`src/rtl/audio_adc_rx.sv`:
```
// audio_adc_rx: I2S / left-justified serial ADC receiver with pin
// synchronisers, a word-capture FSM and a first-word-fall-through FIFO.
module audio_adc_rx #(
   parameter int SAMPLE_WIDTH = 16,
   parameter int CHANNELS     = 2,
   parameter int MODE         = 0,
   parameter int FIFO_DEPTH   = 8
) (
   input  logic                        clk_clk,
   input  logic                        reset_reset_n,
   input  logic                        audio_ADCDAT,
   input  logic                        audio_ADCLRCK,
   input  logic                        audio_BCLK,
   input  logic                        enable,
   input  logic                        clear_overflow,
   output logic                        out_valid,
   input  logic                        out_ready,
   output logic [SAMPLE_WIDTH-1:0]     out_data,
   output logic                        out_channel,
   output logic [$clog2(FIFO_DEPTH):0] fill_level,
   output logic                        overflow,
   output logic                        short_word
);
   localparam int CW = $clog2(SAMPLE_WIDTH);
   localparam int AW = $clog2(FIFO_DEPTH);
   localparam int FW = AW + 1;
   localparam int EW = SAMPLE_WIDTH + 1;

   typedef enum logic [1:0] {IDLE, ARM, SHIFT, WAIT} state_t;

   logic [2:0]              bclk_q, bclk_d;
   logic [1:0]              lrck_q, lrck_d;
   logic [1:0]              dat_q, dat_d;
   logic                    lr_prev_q, lr_prev_d;
   logic                    lr_seen_q, lr_seen_d;
   logic                    strobe, lrck_s, dat_s;
   logic                    lr_chg, new_ch;

   state_t                  state_q, state_d;
   logic [SAMPLE_WIDTH-1:0] shift_q, shift_d, shift_in;
   logic [CW-1:0]           cnt_q, cnt_d;
   logic                    chan_q, chan_d;
   logic                    push_q, push_d;
   logic                    short_q, short_d;

   logic [EW-1:0]           mem_q [FIFO_DEPTH];
   logic [AW-1:0]           wr_q, wr_d, rd_q, rd_d;
   logic [FW-1:0]           fill_q, fill_d;
   logic                    ovf_q, ovf_d;
   logic                    full, pop, wr_en;

   // lr_seen gates change detection so a mid-frame start is never a "change"
   always_comb begin
      bclk_d    = {bclk_q[1:0], audio_BCLK};
      lrck_d    = {lrck_q[0], audio_ADCLRCK};
      dat_d     = {dat_q[0], audio_ADCDAT};
      strobe    = bclk_q[1] & ~bclk_q[2];
      lrck_s    = lrck_q[1];
      dat_s     = dat_q[1];
      lr_chg    = strobe & lr_seen_q & (lrck_s != lr_prev_q);
      new_ch    = (MODE == 0) ? lrck_s : ~lrck_s;
      lr_prev_d = strobe ? lrck_s : lr_prev_q;
      lr_seen_d = lr_seen_q | strobe;
      shift_in  = {shift_q[SAMPLE_WIDTH-2:0], dat_s};
   end

   always_comb begin
      state_d = state_q;
      shift_d = shift_q;
      cnt_d   = cnt_q;
      chan_d  = chan_q;
      push_d  = 1'b0;
      short_d = 1'b0;
      if (!enable) begin
         state_d = IDLE;
      end else if (lr_chg) begin
         chan_d  = new_ch;
         short_d = (state_q == SHIFT);
         if (MODE == 0) begin
            state_d = ARM;
            cnt_d   = '0;
         end else begin
            state_d = SHIFT;
            shift_d = shift_in;
            cnt_d   = CW'(1);
         end
      end else if (strobe) begin
         unique case (state_q)
            ARM: begin
               shift_d = shift_in;
               cnt_d   = CW'(1);
               state_d = SHIFT;
            end
            SHIFT: begin
               shift_d = shift_in;
               if (cnt_q == CW'(SAMPLE_WIDTH - 1)) begin
                  state_d = WAIT;
                  cnt_d   = '0;
                  push_d  = (CHANNELS == 2) || !chan_q;
               end else begin
                  cnt_d = cnt_q + 1'b1;
               end
            end
            default: ;
         endcase
      end
   end

   // a push into a full FIFO still lands if the head leaves this cycle
   always_comb begin
      full        = (fill_q == FW'(FIFO_DEPTH));
      out_valid   = (fill_q != '0);
      pop         = out_valid & out_ready;
      wr_en       = push_q & (~full | pop);
      wr_d        = wr_en ? wr_q + 1'b1 : wr_q;
      rd_d        = pop ? rd_q + 1'b1 : rd_q;
      fill_d      = fill_q + FW'(wr_en) - FW'(pop);
      ovf_d       = (ovf_q & ~clear_overflow) | (push_q & ~wr_en);
      out_data    = mem_q[rd_q][SAMPLE_WIDTH-1:0];
      out_channel = mem_q[rd_q][SAMPLE_WIDTH];
      fill_level  = fill_q;
      overflow    = ovf_q;
      short_word  = short_q;
   end

   always_ff @(posedge clk_clk or negedge reset_reset_n) begin
      if (!reset_reset_n) begin
         bclk_q    <= '0;
         lrck_q    <= '0;
         dat_q     <= '0;
         lr_prev_q <= 1'b0;
         lr_seen_q <= 1'b0;
         state_q   <= IDLE;
         shift_q   <= '0;
         cnt_q     <= '0;
         chan_q    <= 1'b0;
         push_q    <= 1'b0;
         short_q   <= 1'b0;
         wr_q      <= '0;
         rd_q      <= '0;
         fill_q    <= '0;
         ovf_q     <= 1'b0;
         for (int i = 0; i < FIFO_DEPTH; i++) mem_q[i] <= '0;
      end else begin
         bclk_q    <= bclk_d;
         lrck_q    <= lrck_d;
         dat_q     <= dat_d;
         lr_prev_q <= lr_prev_d;
         lr_seen_q <= lr_seen_d;
         state_q   <= state_d;
         shift_q   <= shift_d;
         cnt_q     <= cnt_d;
         chan_q    <= chan_d;
         push_q    <= push_d;
         short_q   <= short_d;
         wr_q      <= wr_d;
         rd_q      <= rd_d;
         fill_q    <= fill_d;
         ovf_q     <= ovf_d;
         if (wr_en) mem_q[wr_q] <= {chan_q, shift_q};
      end
   end

endmodule

```
`config.mk`:
```
export PLATFORM = sky130hd
export DESIGN_NAME = audio_adc_rx
export DESIGN_NICKNAME = d
export VERILOG_FILES = /design/src/rtl/audio_adc_rx.sv
export SDC_FILE = /design/constraint.sdc
export NUM_CORES = 1
export LEC_CHECK = 0
export ABC_AREA = 1
export CORE_MARGIN = 2
export CORE_UTILIZATION = 68
export CTS_BUF_LIST = sky130_fd_sc_hd__clkbuf_8
export CTS_CLUSTER_SIZE = 30
export DETAILED_ROUTE_END_ITERATION = 10
export PLACE_DENSITY = 0.95
export SYNTH_ARGS = -nofsm -noshare
export SYNTH_HDL_FRONTEND = slang
export SYNTH_SLANG_ARGS = --single-unit
```
`constraint.sdc`:
```
create_clock -name clk_clk -period 6.6 [get_ports clk_clk]
set_clock_uncertainty 0.15 [all_clocks]
set_input_delay 1.32 -clock clk_clk [delete_from_list [all_inputs] [get_ports clk_clk]]
set_output_delay 1.32 -clock clk_clk [all_outputs]
set_load 0.03 [all_outputs]
```
; ---- Word level (Yosys, flattened, before mapping)
; Cells that the tools add are included.
[word_totals]
in_bits = 8
ff_bits = 181
elab_cells = 87
[classes]
reduce_logical = 9
eq_ne = 8
magnitude_cmp = 3
bitwise_logic = 17
mux = 22
add_sub_neg = 5
[op_table]
columns = cell, count
row1 = bitwise mux 136 bit, 1
row2 = binary-select mux 17 bit (select 3 bit), 1
row3 = demux 17 bit (select 3 bit), 1
row4 = two-way mux 17 bit, 3
row5 = two-way mux 4 bit, 3
row6 = "equality test 4 bit, second input constant", 2
row7 = ">= comparator 4 bit, second input constant", 2
row8 = two-way mux 2 bit, 4
row9 = inverter 3 -> 4 bit, 2
row10 = case mux 4 bit (2 select lines), 1
row11 = AND 1 bit, 7
row12 = two-way mux 1 bit, 7
row13 = "adder 3 x 1 -> 3 bit, second input constant", 2
row14 = AND reduction 3 bit, 2
row15 = inverter 1 bit, 5
row16 = adder 4 x 1 -> 4 bit, 1
row17 = "adder 4 x 1 -> 4 bit, second input constant", 1
row18 = "< comparator 4 x 1 -> 1 bit, second input constant", 1
row19 = "!= test 4 x 1 -> 1 bit, second input constant", 1
row20 = "!= test 4 x 3 -> 1 bit, second input constant", 1
row21 = case mux 2 bit (2 select lines), 1
row22 = AND reduction 4 bit, 1
row23 = nonzero test 4 bit, 1
row24 = subtractor 4 x 1 -> 4 bit, 1
row25 = other kinds (10), 12

; ---- Logic depth before layout (Yosys ltp)
[depth]
depth_word = 7
ltp_mapped = 12

; ---- Worst setup path before layout
; No wires, ideal clock.
[synth_path]
path_kind = input -> register
start = in out_ready
end = reg fill_q[2] (netlist: fill_level[2])
required_time_ns = 6.327
arrival_time_ns = 2.632
setup_time_ns = 0.123
cell_stages = 9
path_slack_ns = 3.696
path_cell_list = nand2_4 nand2_8 nand2_2 ha_1 inv_1 ha_1 inv_1 fa_1 xnor2_1
[synth_via]
elab_chain_len = 5
[synth_rtl]
columns = item, line
row1 = from (decl), 17  ; input logic out_ready,
row2 = AND 1 bit *, 113  ; pop = out_valid & out_ready;
row3 = bitwise OR 1 bit, 114  ; wr_en = push_q & (~full | pop);
row4 = AND 1 bit, 114
row5 = adder 4 x 1 -> 4 bit, 117  ; fill_d = fill_q + FW'(wr_en) - FW'(pop);
row6 = subtractor 4 x 1 -> 4 bit *, 117
row7 = net fill_d[2], 48  ; logic [FW-1:0] fill_q, fill_d;
row8 = to (signal assigned), 158  ; fill_q <= fill_d;
row9 = to (decl), 48
; Mark *: on every way through the listed nets, which the timed path passes. The rest lies on a longest branch.
; A chain may end at the register's enable or synchronous reset.

; ---- Final worst setup path
[layout_path]
start = reg rd_q[0]
end = out out_data[7]
[layout_via]
elab_chain_len = 4
[layout_rtl]
columns = item, line
row1 = from (decl), 47  ; logic [AW-1:0] wr_q, wr_d, rd_q, rd_d;
row2 = from (signal assigned), 157  ; rd_q <= rd_d;
row3 = inverter 3 -> 4 bit (not written as such), 119  ; out_data = mem_q[rd_q][SAMPLE_WIDTH-1:0];
row4 = binary-select mux 17 bit (select 3 bit), 119
row5 = two-way mux 17 bit (2 in a row), n/a
row6 = to (decl), 18  ; output logic [SAMPLE_WIDTH-1:0] out_data,
; No other way between the ends. The select of a mux whose other input is x is not followed.

==> impl_metrics.ini <==
[routing]
drt_wl_total_microns = 18500
detail-route-antenna-nets = 0
drtIter0Drc = 676
viasPerCell = 6.08
firstDrtPassIters = 6
drc = 0
num_vias = 6661
wl_per_cell_microns = 16.9

[synth]
yosysSeqAreaShare_pct = 54.3
yosysMostFrequentCell = nand2_1
async_reset_ff_share_pct = 100
synth_flop_cell = dfrtp_1
synthesis.nets = 953
synth_area_leaders = dfrtp_1, nand2_1, o21ai_1
synth-seq-cells = 181
synthCells = 933
netlist_area_sq_mm = 0.00834
avgSynthCellArea_sq_um = 8.94
synth_edf_count = 0
synthTopCellsByCount = nand2_1, dfrtp_1, o21ai_1
synth_cell_types = 34
yosysTopAreaCell = dfrtp_1
yosys_warnings = 0
synthDominantCellAreaShare_pct = 54.3

[grt]
grt_pass1_wl_microns = 31600
grt_max_degree = 86
grt_pass1_vias = 6443
grt_use_total_pct = 31.0
gr-usage-met3_pct = 8.17
antenna_found_initial = 0
busiest_layer = met2
gr-usage-met1_pct = 42.0
use_met2_pct = 48.3
grt_remaining_overflow = 0

[job]
maxCapViolCount = 0

[placement]
dp_hpwl_microns = 11100
post-place-ws_ns = 2.24
gp_congestion = 0.808
place_area_sq_mm = 0.00846
io_buffers = 31

[run_status]
status = finished, final reports clean

[cells_and_area]
multi_input_area_sq_mm = 0.00324
fill_cells = 798
area_growth_pct = 5.98
final_cell_area_sq_mm = 0.00884
regArea_sq_mm = 0.00453
diodes = 0
final_util_pct = 73.6
drive_gt1_share_pct = 7.49
layout.nets = 955

[clocking]
max-clock-path-buffers = 2
post_cts_buffers = 0
insertion_delay_ns = 0.47
clock-sinks = 181
cts_tree = done
clkSlewWorstSetupHoldPaths_ns = 0.08
cts_made_buffers = 17
htreeDepth = 4
postCtsHoldBufs = 0
ctsRootBufferMaster = clkbuf_8
ctsResizeCount = 0

[timing]
setup_tns_ns = 0
setup_viol = 0
hold_viol = 0
slew_viol_final = 0
holdWs_ns = 0.203
finalCriticalPeriod_ns = 4.93
worst_pin_slew_ns = 1.10
fmax_ghz = 0.203
rsz0062_at_grt = no
min_period_over_period_pct = 74.8
worst_slack_ns = 1.67
slew_headroom_pct = 26.6

[die]
dieArea_sq_mm = 0.0132
io_pins = 32
die_y_microns = 115
die_w_microns = 115
start_util_pct = 69.5
core_area_sq_mm = 0.0120
rows = 40

[critical_path]
crit_start = rd_q[0]
path_class = reg -> out
arrival_ns = 3.46
cp-end-kind = output pin
rr_worst_depth = 11
r2r_slack_ns = 4.01
r2r_end = fill_level[1]
crit_fanout = 70
r2r_start = fill_level[2]
cp.required_ns = 5.13
cp-start-kind = flip-flop

[worst_hold_path]
min_path_type = reg -> reg
min_to = lrck_q[1]
hold_depth = 0
min_from = lrck_q[0]

[power]
max-vdd-ir-drop_v = 0.000206
power_density_mw_per_mm2 = 355
p_leak_nw = 4.00
critical path, cell delays in order, from the launching register on:
cell	delay [ns]
dfrtp_2	0.40
buf_4	0.33
inv_2	0.87
o21ai_0	0.26
o22ai_1	0.20
nand2_1	0.07
nand2_1	0.14
clkdlybuf4s50_1	0.69
worst max-delay path by stage:
stage                          to  slack (ns)
finish                out_data[7]        1.67
CTS                   out_data[7]        1.71
detailed placement    out_data[7]        2.24
floorplan           fill_level[2]        3.70
global route         out_data[11]        1.51
global placement      out_data[7]        2.35
logic make-up (layout without fill, tap and decap cells):
| group | Yosys count | in the layout | synth area share, % |
|---|---|---|---|
| and+or+nand+nor | 389 | 389 | 20.4 |
| buffers and inverters | 97 | 112 | 6.90 |
| AOI/OAI and AO/OA | 248 | 248 | 15.9 |
| DFF | 181 | 181 | 54.3 |
| adders and majority gates | 12 | 12 | 1.89 |
| xor gates and xnor gates | 6 | 6 | 0.630 |
per-layer routing:
| metal | vias up | wire (microns) |
|---|---|---|
| met5 | - | 0 |
| met4 | 0 | 519 |
| met3 | 55 | 1470 |
| met2 | 339 | 8870 |
| met1 | 3184 | 7630 |
| li1 | 3083 | - |
per-stage QoR:
stage / instances / total power [mW]
after floorplan: 933 / 2.02
after global placement: 1063 / 2.37
after detailed placement: 1063 / 2.40
after CTS: 1095 / 3.12
after global routing: 1095 / 3.29
final: 1095 / 3.14
layout make-up:
class | instances | area share [%]
clock buffers | 19 | 2.96
well taps | 147 | 2.08
inverters | 45 | 1.91
flip-flops and latches | 181 | 51.2
clock inverters | 13 | 1.33
multi-input cells | 655 | 36.6
repair buffers | 35 | 3.86
placed cells by master (no fill, tap or decap), drive strengths merged, types with 11 or more instances in the layout:
cell type	netlist	layout
clkbuf	18	19
nand3	33	33
ha	11	11
clkdlybuf4s50	0	30
inv	44	48
nor2	88	88
dfrtp	181	181
o21ai	209	209
nand2	263	263
o22ai	34	34
sequential cells by signal, summed over array words and instances (netlist names):
name / flops
dat_q: 2
lr_seen_q: 1
lr_prev_q: 1
wr_q: 3
mem_q: 136
bclk_q: 3
chan_q: 1
short_word: 1
push_q: 1
overflow: 1
shift_q: 16
rd_q: 3
cnt_q: 4
lrck_q: 2
state_q: 2
fill_level: 4
where the power goes:
| part | total (mW) | switching, mW | leakage (nW) | internal [mW] |
|---|---|---|---|---|
| Combinational | 1.22 | 0.793 | 1.31 | 0.424 |
| Clock | 0.727 | 0.379 | 0.214 | 0.348 |
| Sequential | 1.19 | 0.0506 | 2.48 | 1.14 |
| Total | 3.14 | 1.22 | 4.00 | 1.91 |
Note: power is estimated with default switching activity, not from simulation.
